File: config.mk
export PLATFORM = sky130hd
export DESIGN_NAME = mem_copy_engine
export DESIGN_NICKNAME = d
export VERILOG_FILES = /design/src/rtl/mem_copy_pkg.sv /design/src/rtl/mem_copy_engine.sv
export SDC_FILE = /design/constraint.sdc
export NUM_CORES = 1
export LEC_CHECK = 0
export BUFFER_PORTS_ARGS = -buffer_cell sky130_fd_sc_hd__buf_2
export CORE_ASPECT_RATIO = 1.1
export CORE_MARGIN = 3
export CORE_UTILIZATION = 40
export CTS_BUF_LIST = sky130_fd_sc_hd__clkbuf_4
export DETAILED_ROUTE_END_ITERATION = 7
export PLACE_DENSITY = 0.66
export SYNTH_ARGS = -nofsm -noshare
export SYNTH_HDL_FRONTEND = slang
export SYNTH_SLANG_ARGS = --single-unit
File: constraint.sdc
create_clock -name clk -period 5.1 [get_ports clk]
set_input_delay 0.51 -clock clk [delete_from_list [all_inputs] [get_ports clk]]
set_output_delay 0.51 -clock clk [all_outputs]
set_load 0.03 [all_outputs]
File: src/rtl/mem_copy_pkg.sv
`default_nettype none
// ============================================================================
//  Module      : mem_copy_pkg
//  Description : Shared definitions for the memory copy engine: the FSM
//                state encoding and its width.
//  Revision    : 1.0 - initial release
// ============================================================================
package mem_copy_pkg;

  localparam int STATE_W = 3;

  typedef enum logic [STATE_W-1:0] {
    ST_IDLE    = 3'd0,
    ST_RD_REQ  = 3'd1,
    ST_RD_WAIT = 3'd2,
    ST_WR_REQ  = 3'd3,
    ST_DONE    = 3'd4
  } state_t;

endpackage : mem_copy_pkg
`default_nettype wire

File: src/rtl/mem_copy_engine.sv
`default_nettype none
// ============================================================================
//  Module      : mem_copy_engine
//  Description : Memory initiator that copies LEN words from SRC to DST
//                inside one attached memory, one word at a time with
//                ascending addresses. The read of word n+1 is issued only
//                after write n is accepted, so overlapping ranges behave
//                like a plain sequential ascending copy.
//  Ports       : clk, rst_n (async, active-low)
//                start_i/src_i/dst_i/len_i - command, sampled in IDLE
//                abort_i                   - stop at next word boundary
//                busy_o/done_o/aborted_o/count_o - status
//                rd_addr_o/rd_vld_o/rd_data_i/rd_rdy_i - memory read side
//                wr_addr_o/wr_data_o/wr_vld_o/wr_rdy_i - memory write side
//                fill_i/fill_data_i        - only with MEM_COPY_FILL_EN
//  Config      : MEM_COPY_FILL_EN - adds a fill mode that writes a constant
//                pattern to LEN words from DST without any reads.
//  Revision    : 1.0 - initial release
// ============================================================================
module mem_copy_engine
  import mem_copy_pkg::*;
#(
  parameter int DATA_W = 8,
  parameter int ADDR_W = 8
) (
  input  logic              clk,
  input  logic              rst_n,
  input  logic              start_i,
  input  logic [ADDR_W-1:0] src_i,
  input  logic [ADDR_W-1:0] dst_i,
  input  logic [ADDR_W:0]   len_i,
  input  logic              abort_i,
  output logic              busy_o,
  output logic              done_o,
  output logic              aborted_o,
  output logic [ADDR_W:0]   count_o,
  output logic [ADDR_W-1:0] rd_addr_o,
  output logic              rd_vld_o,
  input  logic [DATA_W-1:0] rd_data_i,
  input  logic              rd_rdy_i,
  output logic [ADDR_W-1:0] wr_addr_o,
  output logic [DATA_W-1:0] wr_data_o,
  output logic              wr_vld_o,
  input  logic              wr_rdy_i
`ifdef MEM_COPY_FILL_EN
  ,
  input  logic              fill_i,
  input  logic [DATA_W-1:0] fill_data_i
`endif
);

  localparam logic [ADDR_W:0]   C_CNT_ONE = {{ADDR_W{1'b0}}, 1'b1};
  localparam logic [ADDR_W-1:0] C_PTR_ONE = {{(ADDR_W-1){1'b0}}, 1'b1};

  state_t            r_state;
  logic [ADDR_W:0]   r_len;
  logic              r_abort_pend;

  logic              w_abort;
  logic              w_wr_hs;
  logic [ADDR_W:0]   w_count_inc;
  logic              w_last;
  logic              w_fill_mode;

  // Read pointer, write pointer and word counter live directly in the
  // output registers.
  assign w_abort     = abort_i | r_abort_pend;
  assign w_wr_hs     = wr_vld_o & wr_rdy_i;
  assign w_count_inc = count_o + C_CNT_ONE;
  assign w_last      = (w_count_inc == r_len);

`ifdef MEM_COPY_FILL_EN
  logic r_fill;
  assign w_fill_mode = r_fill;
`else
  assign w_fill_mode = 1'b0;
`endif

  always_ff @(posedge clk or negedge rst_n) begin
    if (!rst_n) begin
      r_state      <= ST_IDLE;
      r_len        <= '0;
      r_abort_pend <= 1'b0;
      busy_o       <= 1'b0;
      done_o       <= 1'b0;
      aborted_o    <= 1'b0;
      count_o      <= '0;
      rd_addr_o    <= '0;
      rd_vld_o     <= 1'b0;
      wr_addr_o    <= '0;
      wr_data_o    <= '0;
      wr_vld_o     <= 1'b0;
`ifdef MEM_COPY_FILL_EN
      r_fill       <= 1'b0;
`endif
    end else begin
      // Abort is a level; remember it so a short pulse seen in any busy
      // state still ends the job at the next word boundary.
      if (abort_i && r_state != ST_IDLE && r_state != ST_DONE)
        r_abort_pend <= 1'b1;

      case (r_state)
        ST_IDLE: begin
          if (start_i) begin
            rd_addr_o    <= src_i;
            wr_addr_o    <= dst_i;
            r_len        <= len_i;
            count_o      <= '0;
            r_abort_pend <= 1'b0;
            busy_o       <= 1'b1;
`ifdef MEM_COPY_FILL_EN
            r_fill       <= fill_i;
`endif
            if (len_i == '0) begin
              r_state   <= ST_DONE;
              done_o    <= 1'b1;
              aborted_o <= 1'b0;
            end else begin
`ifdef MEM_COPY_FILL_EN
              if (fill_i) begin
                r_state   <= ST_WR_REQ;
                wr_vld_o  <= 1'b1;
                wr_data_o <= fill_data_i;
              end else begin
                r_state  <= ST_RD_REQ;
                rd_vld_o <= 1'b1;
              end
`else
              r_state  <= ST_RD_REQ;
              rd_vld_o <= 1'b1;
`endif
            end
          end
        end

        ST_RD_REQ: begin
          // Single-cycle request; the read is always followed through so
          // the responder's data beat is consumed even on abort.
          rd_vld_o <= 1'b0;
          r_state  <= ST_RD_WAIT;
        end

        ST_RD_WAIT: begin
          if (rd_rdy_i) begin
            if (w_abort) begin
              r_state   <= ST_DONE;
              done_o    <= 1'b1;
              aborted_o <= 1'b1;
            end else begin
              wr_data_o <= rd_data_i;
              wr_vld_o  <= 1'b1;
              r_state   <= ST_WR_REQ;
            end
          end
        end

        ST_WR_REQ: begin
          if (w_wr_hs) begin
            count_o   <= w_count_inc;
            rd_addr_o <= rd_addr_o + C_PTR_ONE;
            wr_addr_o <= wr_addr_o + C_PTR_ONE;
            // Finishing the last word wins over a simultaneous abort.
            if (w_last || w_abort) begin
              wr_vld_o  <= 1'b0;
              r_state   <= ST_DONE;
              done_o    <= 1'b1;
              aborted_o <= ~w_last;
            end else if (w_fill_mode) begin
              r_state <= ST_WR_REQ;
            end else begin
              wr_vld_o <= 1'b0;
              rd_vld_o <= 1'b1;
              r_state  <= ST_RD_REQ;
            end
          end
        end

        ST_DONE: begin
          done_o    <= 1'b0;
          aborted_o <= 1'b0;
          busy_o    <= 1'b0;
          r_state   <= ST_IDLE;
        end

        default: begin
          r_state <= ST_IDLE;
        end
      endcase
    end
  end

endmodule : mem_copy_engine
`default_nettype wire

== Word level (Yosys, flattened, before mapping) ==
Cells that the tools add are included.
Cells by class
  add/subtract/negate cells: 3
  eq/ne operators: 15
  multiplexer cells: 42
  bitwise gates (word level): 4
  reduce and logical (&&, ||, !) cells: 19
Operators with widths (number)
  two-way mux 8 bit: 4
  one-hot mux 8 bit (2 select lines): 2
  two-way mux 1 bit: 21
  two-way mux 3 bit: 6
  two-way mux 9 bit: 2
  != test 2 bit, second input constant: 9
  one-hot mux 9 bit (2 select lines): 1
  adder 8 x 1 -> 8 bit, second input constant: 2
  one-hot mux 3 bit (4 select lines): 1
  adder 9 x 1 -> 9 bit, second input constant: 1
  equality test 9 bit: 1
  logical NOT 9 bit: 1
  AND reduction 3 bit: 3
  one-hot mux 1 bit (4 select lines): 2
  AND reduction 7 bit: 1
  equality test 3 x 2 -> 1 bit, second input constant: 2
  nonzero test 2 bit: 3
  nonzero test 3 bit: 2
  AND reduction 5 bit: 1
  one-hot mux 1 bit (2 select lines): 2
  AND reduction 2 bit: 2
  AND reduction 4 bit: 1
  nonzero test 4 bit: 1
  equality test 3 x 1 -> 1 bit, second input constant: 1
  9 further kinds: 11
Word-level totals
  bits in registers: 51
  word-level logic and storage cells: 95

== Logic depth before layout (Yosys ltp) ==
Gate-level depths: netlist (run 1).
  word-level depth: 6
  mapped depth: 9
  mapped depth without buffers: 7

== Least setup slack after synthesis (run 1) ==
No wires, ideal clock.
  path kind: flip-flop to flip-flop
  from: register count_o[0]
  to: register done_o
  setup time: 67 ps
  arrival time: 2162 ps
  setup slack: 2871 ps
  stages on the path, launching flop included: 9
  buffers on the path: 1
  clock period less this slack: 2229 ps
  path through: dfrtp_1 ha_1 buf_2 and3_4 and3_4 xnor2_2 nand3_2 a2111oi_4 o221a_1
Between the ends
  word-level cells in the longest chain between the ends: 5
RTL lines
  start, declared: RTL line mem_copy_engine.sv:36  | output logic [ADDR_W:0] count_o,
  start signal, assigned: RTL line mem_copy_engine.sv:159  | count_o <= w_count_inc;
  adder 9 x 1 -> 9 bit: RTL line mem_copy_engine.sv:69  | assign w_count_inc = count_o + C_CNT_ONE;
  equality test 9 bit: RTL line mem_copy_engine.sv:70  | assign w_last = (w_count_inc == r_len);
  logical OR 1 bit: RTL line mem_copy_engine.sv:163  | if (w_last || w_abort) begin
  != test 2 bit (no source line)
  AND reduction 7 bit (no source line)
  end signal, assigned: RTL line mem_copy_engine.sv:85  | done_o <= 1'b0;
  end signal, assigned: RTL line mem_copy_engine.sv:166  | done_o <= 1'b1;
  end signal, assigned: RTL line mem_copy_engine.sv:179  | done_o <= 1'b0;
  end, declared: RTL line mem_copy_engine.sv:34  | output logic done_o,
Every way passes these cells.
A chain may end at the register's enable or synchronous reset.

== Worst setup path in the final report (run 1) ==
  from: register r_state[1]
  to: register wr_addr_o[1]
Between the ends
  word-level cells in the longest chain between the ends: 3
  elaborated cells on any way between the ends: 7
RTL lines
  start, declared: RTL line mem_copy_engine.sv:55  | state_t r_state;
  start signal, assigned: RTL line mem_copy_engine.sv:81  | r_state <= ST_IDLE;
  start signal, assigned: RTL line mem_copy_engine.sv:115  | r_state <= ST_DONE;
  start signal, assigned: RTL line mem_copy_engine.sv:129  | r_state <= ST_RD_REQ;
  equality test 3 x 2 -> 1 bit or logical NOT 3 bit (tied branches): RTL line mem_copy_engine.sv:102  | case (r_state)
  != test 2 bit (no source line) or nonzero test 2 bit (tied branches)
  AND reduction 3 bit (no source line)
  end signal, assigned: RTL line mem_copy_engine.sv:106  | wr_addr_o <= dst_i;
  end signal, assigned: RTL line mem_copy_engine.sv:161  | wr_addr_o <= wr_addr_o + C_PTR_ONE;
  end, declared: RTL line mem_copy_engine.sv:41  | output logic [ADDR_W-1:0] wr_addr_o,
Parallel ways exist; a longest one is shown, timed or not.

==> results of run 1 <==
-- worst max-delay path: stages, from the launching register on --
cell and delay [ns]:
dfrtp_1 0.54, nor2b_2 0.28, and2_1 0.66, nand3_1 0.53, nand2b_1 0.52, nor2_1 0.08, a31oi_1 0.14
-- final cells by class --
cell class / count / area (sq um)
flip-flops and latches: 51 / 1276
clock buffers: 5 / 37.54
repair buffers: 79 / 402.9
fillers: 666 / 3417
multi-input cells: 226 / 1444
inverters: 4 / 15.01
well taps: 82 / 102.6
clock inverters: 3 / 15.01
-- layer usage --
layer | vias up | track usage
met4 | 0 | 0.06332
li1 | 1222 | -
met5 | - | 0
met1 | 1217 | 0.2338
met3 | 9 | 0.03596
met2 | 72 | 0.2783
-- power breakdown --
| group | switching, uW | leakage, uW | internal, uW | total (uW) |
|---|---|---|---|---|
| Sequential | 175 | 0.000625 | 568 | 743 |
| Combinational | 592 | 0.000827 | 353 | 945 |
| Clock | 130 | 0.0000263 | 50.9 | 181 |
| Total | 896 | 0.00148 | 972 | 1870 |
-- through the flow --
step | util | hold slack (ns) | instances | cell area [sq um]
after floorplan | - | 0.2144 | 299 | 2826
after global placement | 0.4829 | 0.4874 | 442 | 3241
after detailed placement | 0.4829 | 0.4894 | 442 | 3241
after CTS | 0.4908 | 0.2362 | 450 | 3293
after global routing | 0.4908 | 0.2550 | 450 | 3293
final | 0.4908 | 0.2221 | 450 | 3293
-- worst max-delay path by stage --
stage,start,end,slack (ns),cells past startpoint
finish,r_state[1]$_DFFE_PN0P_,wr_addr_o[1]$_DFFE_PN0P_,2.25,6
global route,r_state[1]$_DFFE_PN0P_,rd_addr_o[1]$_DFFE_PN0P_,1.98,6
CTS,r_state[1]$_DFFE_PN0P_,wr_addr_o[1]$_DFFE_PN0P_,2.31,6
detailed placement,r_state[1]$_DFFE_PN0P_,wr_addr_o[1]$_DFFE_PN0P_,2.37,6
global placement,r_state[1]$_DFFE_PN0P_,wr_addr_o[1]$_DFFE_PN0P_,2.44,6
floorplan,count_o[0]$_DFFE_PN0P_,done_o$_DFFE_PN0P_,2.87,8
-- cell usage after synthesis (all sizes together) --
library cell	number	area share
o41ai	2	0.0062
buf	11	0.025
and4	1	0.0031
a2bb2oi	2	0.0062
or3	1	0.0022
a2111oi	1	0.0097
nand4	1	0.0022
mux2i	1	0.0035
dfrtp	51	0.45
xor2	4	0.015
and3	9	0.027
mux2	16	0.064
nor2	32	0.042
nand2	25	0.033
o31ai	5	0.013
a21oi	26	0.046
o311a	1	0.0035
a21o	1	0.0027
xnor2	8	0.027
o21a	2	0.0053
and2	1	0.0022
nand2b	1	0.0022
a22o	1	0.0031
a22oi	1	0.0027
nor3	8	0.016
a31oi	10	0.022
nor3b	2	0.0053
or2	1	0.0022
o221a	1	0.0040
o22ai	6	0.013
ha	3	0.013
o211ai	1	0.0027
a211oi	2	0.0053
nor4	1	0.0022
nand3	16	0.032
nand4b	2	0.0062
nor2b	3	0.0075
nor4b	1	0.0053
inv	4	0.0053
o21ai	27	0.048
clkbuf	7	0.0097
-- flip-flops by register name, summed over array words and instances (netlist names) --
register,flops
count_o,9
r_len,9
rd_addr_o,8
wr_addr_o,8
wr_data_o,8
r_state,3
aborted_o,1
busy_o,1
done_o,1
r_abort_pend,1
rd_vld_o,1
wr_vld_o,1
-- placed cells by master, fill, tap and decap left out, types with 3 or more instances in the layout --
cell | netlist | routed
buf_2 | 8 | 76
dfrtp_1 | 51 | 51
nand3_1 | 14 | 14
and3_1 | 4 | 4
nor3_1 | 7 | 7
inv_1 | 4 | 4
xor2_1 | 3 | 3
o21ai_0 | 18 | 18
nand2_1 | 25 | 25
mux2_2 | 16 | 16
o31ai_1 | 5 | 5
o21ai_1 | 9 | 9
ha_1 | 3 | 3
a31oi_1 | 10 | 9
xnor2_1 | 7 | 7
o22ai_1 | 6 | 6
clkbuf_4 | 0 | 5
nor2_1 | 32 | 32
and3_4 | 4 | 4
a21oi_1 | 26 | 26
buf_4 | 1 | 3
-- cells by family after synthesis --
family,count (synthesis),synth area share
buf+inv,22,0.03984
simple gates,105,0.1917
flops,51,0.4515
fa+ha+maj,3,0.01328
compound gates,89,0.1939
mux,17,0.06729
xor+xnor,12,0.04250
==> impl_metrics.env, run 1 <==
export IMPL_core_sq_um=6710
export IMPL_cp_arrival_ns=3.13
export IMPL_period_minus_slack_ns=2.846
export IMPL_rsz0062_at_grt="false"
export IMPL_diodes=0
export IMPL_clock_sinks=51
export IMPL_cts_tree="built"
export IMPL_met2_length_mm=3.435
export IMPL_fin_nets=409
export IMPL_area_delta_synth_final_pct=16.51
export IMPL_synthCells=299
export IMPL_cp_required_ns=5.39
export IMPL_fin_crit_sh=0.5580
export IMPL_clkLatencyLatePin_ns=0.37
export IMPL_cts_resized=0
export IMPL_place_detailed_hpwl_mm=5.013
export IMPL_leakagePower_uw=0.001479
export IMPL_start_kind="register"
export IMPL_endpoint_kind="register"
export IMPL_ctsHoldBuffers=0
export IMPL_drtIter0Drc=127
export IMPL_path_max_fanout=23
export IMPL_grt_pass1_wl_mm=11.32
export IMPL_min_path_type="primary input to async pin"
export IMPL_avgSynthCellArea_sq_um=9.453
export IMPL_drive_above_1_share=0.3125
export IMPL_r2r_end="wr_addr_o[1]$_DFFE_PN0P_"
export IMPL_drt_pass1_iter_count=4
export IMPL_grt_overflow=0
export IMPL_ys_ff_latch=51
export IMPL_cts_root_buf="clkbuf_4"
export IMPL_grt_usage=0.1747
export IMPL_port_buffer_count=76
export IMPL_yosysWarnings=0
export IMPL_fin_ws_ns=2.254
export IMPL_ir_drop_uv=284.2
export IMPL_die_y_um=94.17
export IMPL_grt_max_degree=52
export IMPL_relSlewSlack=0.4822
export IMPL_cts_made_buffers=5
export IMPL_fin_setup_tns_ns=0
export IMPL_start_util=0.4212
export IMPL_die_area_sq_um=8112
export IMPL_vias=2520
export IMPL_h_tree_depth=2
export IMPL_place_gp_congestion=0.8260
export IMPL_cts_path_max_buffers=2
export IMPL_met1_length_mm=3.040
export IMPL_worstRegToRegCells=6
export IMPL_clk_pin_slew_worst_paths_ns=0.16
export IMPL_wl_per_cell_um=15.46
export IMPL_dr_wl_met3_um=382
export IMPL_pre_cts_ws_ns=2.367
export IMPL_tightest_slew_ns=0.7766
export IMPL_setup_viol=0
export IMPL_final_hold_viol_count=0
export IMPL_rrSetupSlack_ns=2.25
export IMPL_drv_slew=0
export IMPL_viasPerCell=5.600
export IMPL_synth_cell_types=52
export IMPL_clock_skew_ns=0.01981
export IMPL_max_freq_ghz=0.3514
export IMPL_highest_layer="met4"
export IMPL_p_per_area_nw_per_um2=567.4
export IMPL_io_pins=77
export IMPL_synth_seq_area_share=0.4515
export IMPL_crit_type="register to register"
export IMPL_post_cts_buffers=0
export IMPL_drc=0
export IMPL_grt_pass1_vias=2371
export IMPL_timing_rr_start="r_state[1]$_DFFE_PN0P_"
export IMPL_wirelength_mm=6.956
export IMPL_postRouteAntennaNets=0
export IMPL_p_total_uw=1868
export IMPL_synthesis_area_sq_um=2826
export IMPL_syn_nets=341
export IMPL_status="finished clean"
export IMPL_maxCapViolations=0
export IMPL_antenna_found_initial=0
export IMPL_die_x_um=86.15
export IMPL_fp_row_count=31
Power figures use the tool's default switching activity.
==> inputs of run 2 (changes only) <==
- clock period: 5.1 -> 2.7 ns (I/O delays scaled with it)
==> impl_metrics.env, run 2 (synthesis results as in run 1) <==
export IMPL_status="finished clean"
export IMPL_path_max_fanout=9
export IMPL_grt_pass1_vias=2479
export IMPL_clk_pin_slew_worst_paths_ns=0.15
export IMPL_fin_setup_tns_ns=0
export IMPL_cts_path_max_buffers=2
export IMPL_io_pins=77
export IMPL_post_cts_buffers=0
export IMPL_drtIter0Drc=89
export IMPL_pwr_share_seq=0.397
export IMPL_tightest_slew_ns=0.5925
export IMPL_final_cell_mix="buf_2, dfrtp_1, nor2_1, a21oi_1, nand2_1"
export IMPL_p_clk_frac=0.095
export IMPL_drc=0
export IMPL_grt_pass1_wl_mm=12.34
export IMPL_final_hold_viol_count=0
export IMPL_grt_max_degree=33
export IMPL_diodes=0
export IMPL_grt_overflow=0
export IMPL_fin_crit_sh=0.8346
export IMPL_p_comb_frac=0.509
export IMPL_vias=2504
export IMPL_relSlewSlack=0.6040
export IMPL_setup_viol=0
export IMPL_drive_above_1_share=0.3172
export IMPL_rsz0062_at_grt="false"
export IMPL_clkLatencyLatePin_ns=0.36
export IMPL_p_per_area_nw_per_um2=1070
export IMPL_start_kind="register"
export IMPL_max_freq_ghz=0.4438
export IMPL_clock_sinks=51
export IMPL_globalRouteMet3Util=0.02982
export IMPL_pre_cts_ws_ns=0.4532
export IMPL_use_met1=0.2610
export IMPL_cts_made_buffers=5
export IMPL_grtUsageMet2=0.3021
export IMPL_final_cells=454
export IMPL_cp_required_ns=3.01
export IMPL_wl_per_cell_um=15.46
export IMPL_finalCoreUtilization=0.4956
export IMPL_cts_root_buf="clkbuf_4"
export IMPL_place_detailed_hpwl_mm=5.207
export IMPL_antenna_found_initial=0
export IMPL_grt_busiest_layer="met2"
export IMPL_h_tree_depth=2
export IMPL_p_int_uw=1859
export IMPL_grt_usage=0.1873
export IMPL_min_path_type="primary input to register"
export IMPL_start_util=0.4212
export IMPL_p_sw_frac=0.4777
export IMPL_maxCapViolations=0
export IMPL_die_x_um=86.15
export IMPL_period_minus_slack_ns=2.254
export IMPL_wirelength_mm=7.019
export IMPL_endpoint_kind="register"
export IMPL_cp_arrival_ns=2.56
export IMPL_die_y_um=94.17
export IMPL_crit_type="register to register"
export IMPL_place_gp_congestion=0.8130
export IMPL_final_common_cell="buf_2"
export IMPL_dpl_cell_count=445
export IMPL_ir_drop_uv=524.8
export IMPL_core_sq_um=6710
export IMPL_die_area_sq_um=8112
export IMPL_area_delta_synth_final_pct=17.66
export IMPL_drv_slew=0
export IMPL_fin_ws_ns=0.4465
export IMPL_power_switching_uw=1700
export IMPL_reg_top3="count_o: 9 flops, r_len: 9 flops"
export IMPL_drt_pass1_iter_count=4
export IMPL_fp_row_count=31
export IMPL_cts_tree="built"
export IMPL_fin_nets=413
export IMPL_viasPerCell=5.515
export IMPL_postRouteAntennaNets=0
export IMPL_rrSetupSlack_ns=0.45
export IMPL_clock_skew_ns=0.02413
export IMPL_port_buffer_count=76
export IMPL_leakagePower_uw=0.001501
## run 2: power groups by stage
stage	clock (uW)	combinational, uW	sequential (uW)
2_1_floorplan	0	982	1740
3_3_place_gp	0	1790	1410
3_5_place_dp	0	1820	1420
4_1_cts	359	1830	1410
5_1_grt	389	1990	1470
6_report	337	1810	1410
## run 2: critical path, cell delays in order, from the launching register on
cell and delay (ns):
dfrtp_1 0.51, ha_1 0.38, and3_4 0.26, and3_4 0.21, xnor2_2 0.11, nand3_2 0.09
a2111oi_4 0.40, o221a_1 0.25
## run 2: through the flow
step / hold WS [ns] / power (uW) / instance area [sq um]
detailed placement: 0.2509 / 3245 / 3263
global placement: 0.2466 / 3205 / 3263
floorplan: -0.02559 / 2726 / 2826
global route: 0.1009 / 3854 / 3326
CTS: 0.09077 / 3599 / 3326
finish: 0.1121 / 3559 / 3326
## run 2: worst paths after layout
| kind | end | start | cells past startpoint |
|---|---|---|---|
| hold reg to reg | wr_data_o[6]$_DFFE_PN0P_ | wr_data_o[6]$_DFFE_PN0P_ | 1 |
| min in group asynchronous | rd_addr_o[5]$_DFFE_PN0P_ | rst_n | 2 |
| hold / removal | rd_addr_o[0]$_DFFE_PN0P_ | src_i[0] | 3 |
| max in group asynchronous | count_o[0]$_DFFE_PN0P_ | rst_n | 3 |
| setup reg to reg | done_o$_DFFE_PN0P_ | count_o[0]$_DFFE_PN0P_ | 7 |
| setup / recovery | done_o$_DFFE_PN0P_ | count_o[0]$_DFFE_PN0P_ | 7 |
## run 2: metal layers
metal / share of wire / up-vias
met5: 0 / -
li1: - / 1229
met4: 0.011 / 0
met2: 0.48 / 59
met1: 0.46 / 1209
met3: 0.043 / 7
## run 2: layout make-up
class                      instances  area, sq um
timing repair buffer              83        435.4
sequential                        51         1276
fill                             667         3385
clock inverter                     2        7.507
multi-input combinational        226         1444
inverter                           4        15.01
tap                               82        102.6
clock buffer                       6        45.04
## run 2: what timing repair did
| item | 4_1_cts | 5_1_grt |
|---|---|---|
| hold buffers | 1 | 0 |
| endpoints found under the hold margin | 19 | 0 |
| gates resized for setup | 0 | 0 |
==> inputs of run 3 (changes only) <==
- PLACE_DENSITY: 0.66 -> 0.68
- clock period: 2.7 -> 1.9 ns (I/O delays scaled with it)
==> impl_metrics.env, run 3 (synthesis results as in run 1) <==
export IMPL_die_x_um=86.15
export IMPL_start_kind="register"
export IMPL_rrSetupSlack_ns=0.01
export IMPL_min_path_type="primary input to register"
export IMPL_p_total_uw=5447
export IMPL_core_sq_um=6710
export IMPL_wirelength_mm=7.326
export IMPL_place_gp_congestion=0.8700
export IMPL_reg_top3="count_o: 9 flops, r_len: 9 flops"
export IMPL_clkLatencyLatePin_ns=0.38
export IMPL_cpMaxStageDelayCell="dfrtp_1"
export IMPL_fp_row_count=31
export IMPL_grt_usage=0.1878
export IMPL_grt_overflow=0
export IMPL_drt_pass1_iter_count=4
export IMPL_pre_cts_ws_ns=-0.01501
export IMPL_path_max_fanout=5
export IMPL_path_cells="xnor2_2 -> xnor2_2 -> o31ai_2 -> a22oi_2 -> a2111oi_4 -> buf_4 -> o221a_1"
export IMPL_place_detailed_hpwl_mm=5.449
export IMPL_setup_viol=0
export IMPL_cts_root_buf="clkbuf_4"
export IMPL_crit_top_cell="xnor2_2"
export IMPL_diodes=0
export IMPL_grt_pass1_vias=2714
export IMPL_whs_ns=0.01437
export IMPL_clock_sinks=51
export IMPL_period_minus_slack_ns=1.889
export IMPL_leakagePower_uw=0.001647
export IMPL_rsz0062_at_grt="true"
export IMPL_cp_required_ns=2.24
export IMPL_dpl_cell_area_sq_um=3426
export IMPL_slowest_delay_ns=0.44
export IMPL_stdcell_area_sq_um=3601
export IMPL_drv_slew=0
export IMPL_viasPerCell=5.543
export IMPL_die_y_um=94.17
export IMPL_holdPathStages=3
export IMPL_clock_skew_ns=0.02299
export IMPL_grt_pass1_wl_mm=12.28
export IMPL_fin_crit_sh=0.9943
export IMPL_clk_pin_slew_worst_paths_ns=0.17
export IMPL_crit_type="register to register"
export IMPL_cts_path_max_buffers=2
export IMPL_final_cell_mix="buf_2, dfrtp_1, nor2_1, buf_4, a21oi_1"
export IMPL_endpoint_kind="register"
export IMPL_final_hold_viol_count=0
export IMPL_maxCapViolations=0
export IMPL_grt_max_degree=30
export IMPL_cts_made_buffers=5
export IMPL_h_tree_depth=2
export IMPL_max_freq_ghz=0.5293
export IMPL_p_per_area_nw_per_um2=1513
export IMPL_status="finished clean"
export IMPL_start_util=0.4212
export IMPL_drc=0
export IMPL_tightest_slew_ns=0.4268
export IMPL_ir_drop_uv=657.7
export IMPL_io_pins=77
export IMPL_die_area_sq_um=8112
export IMPL_wl_per_cell_um=15.36
export IMPL_final_common_cell="buf_2"
export IMPL_drive_above_1_share=0.3975
export IMPL_fin_ws_ns=0.01080
export IMPL_postRouteAntennaNets=0
export IMPL_cts_tree="built"
export IMPL_antenna_found_initial=0
export IMPL_area_delta_synth_final_pct=27.40
export IMPL_fin_nets=436
export IMPL_fin_setup_tns_ns=0
export IMPL_vias=2644
export IMPL_port_buffer_count=76
export IMPL_cp_arrival_ns=2.23
export IMPL_worstRegToRegCells=7
export IMPL_drtIter0Drc=91
export IMPL_relSlewSlack=0.7147
==> run 3: cell count changes in the layout (fill, tap and decap cells not counted), moves of 2 or more <==
cell     delta
buf_4      +22
dfrtp_1     -3
dfrtp_2     +3
o31ai_1     -2
o31ai_2     +2
xnor2_1     -2
xnor2_2     +2
==> run 3: cell type report <==
type | count | area [sq um]
sequential | 51 | 1280
timing repair buffer | 106 | 620.6
inverter | 4 | 15.01
multi-input combinational | 226 | 1506
clock inverter | 3 | 38.79
clock buffer | 5 | 37.54
tap | 82 | 102.6
fill | 636 | 3109
==> run 3: critical path, delay by kind of cell, from the launching register on <==
kind | cells | cell delay (ns)
buffers and inverters | 1 | 0.20
AOI/OAI and AO/OA | 4 | 0.83
xor gates and xnor gates | 2 | 0.39
DFF | 1 | 0.44
==> run 3: final timing paths <==
kind                                                  to                     start
worst min register to register  wr_data_o[7]$_DFFE_PN0P_  wr_data_o[7]$_DFFE_PN0P_
worst min-delay path                r_len[2]$_DFFE_PN0P_                  len_i[2]
worst max-delay path                  done_o$_DFFE_PN0P_      r_len[8]$_DFFE_PN0P_
min in group asynchronous       wr_addr_o[5]$_DFFE_PN0P_                     rst_n
max in group asynchronous         count_o[2]$_DFFE_PN0P_                     rst_n
worst max register to register        done_o$_DFFE_PN0P_      r_len[8]$_DFFE_PN0P_
==> run 3: layer usage <==
metal | GRT usage | wire length [um]
met5 | 0 | 0
met4 | 0.05805 | 114
met3 | 0.03860 | 401
met2 | 0.3181 | 3606
met1 | 0.2391 | 3205
==> run 3: timing repair <==
action                                 CTS  global route
hold buffers                             1             0
endpoints found under the hold margin   51             0
pin swaps                                2             6
resized for setup                        1            12
setup buffers                            3             3
gates cloned                             0             0
setup endpoints to repair                4             9
==> run 3: metrics by stage <==
step	instances	utilization
finish	477	0.5366
global placement	463	0.5105
CTS	475	0.5275
global route	477	0.5366
floorplan	299	-
detailed placement	463	0.5105
==> run 3: report_power, final <==
part	total [uW]	internal [uW]	switching, uW
registers	1980	1530	447
clock network	627	271	356
logic	2840	1130	1720
total	5450	2930	2520
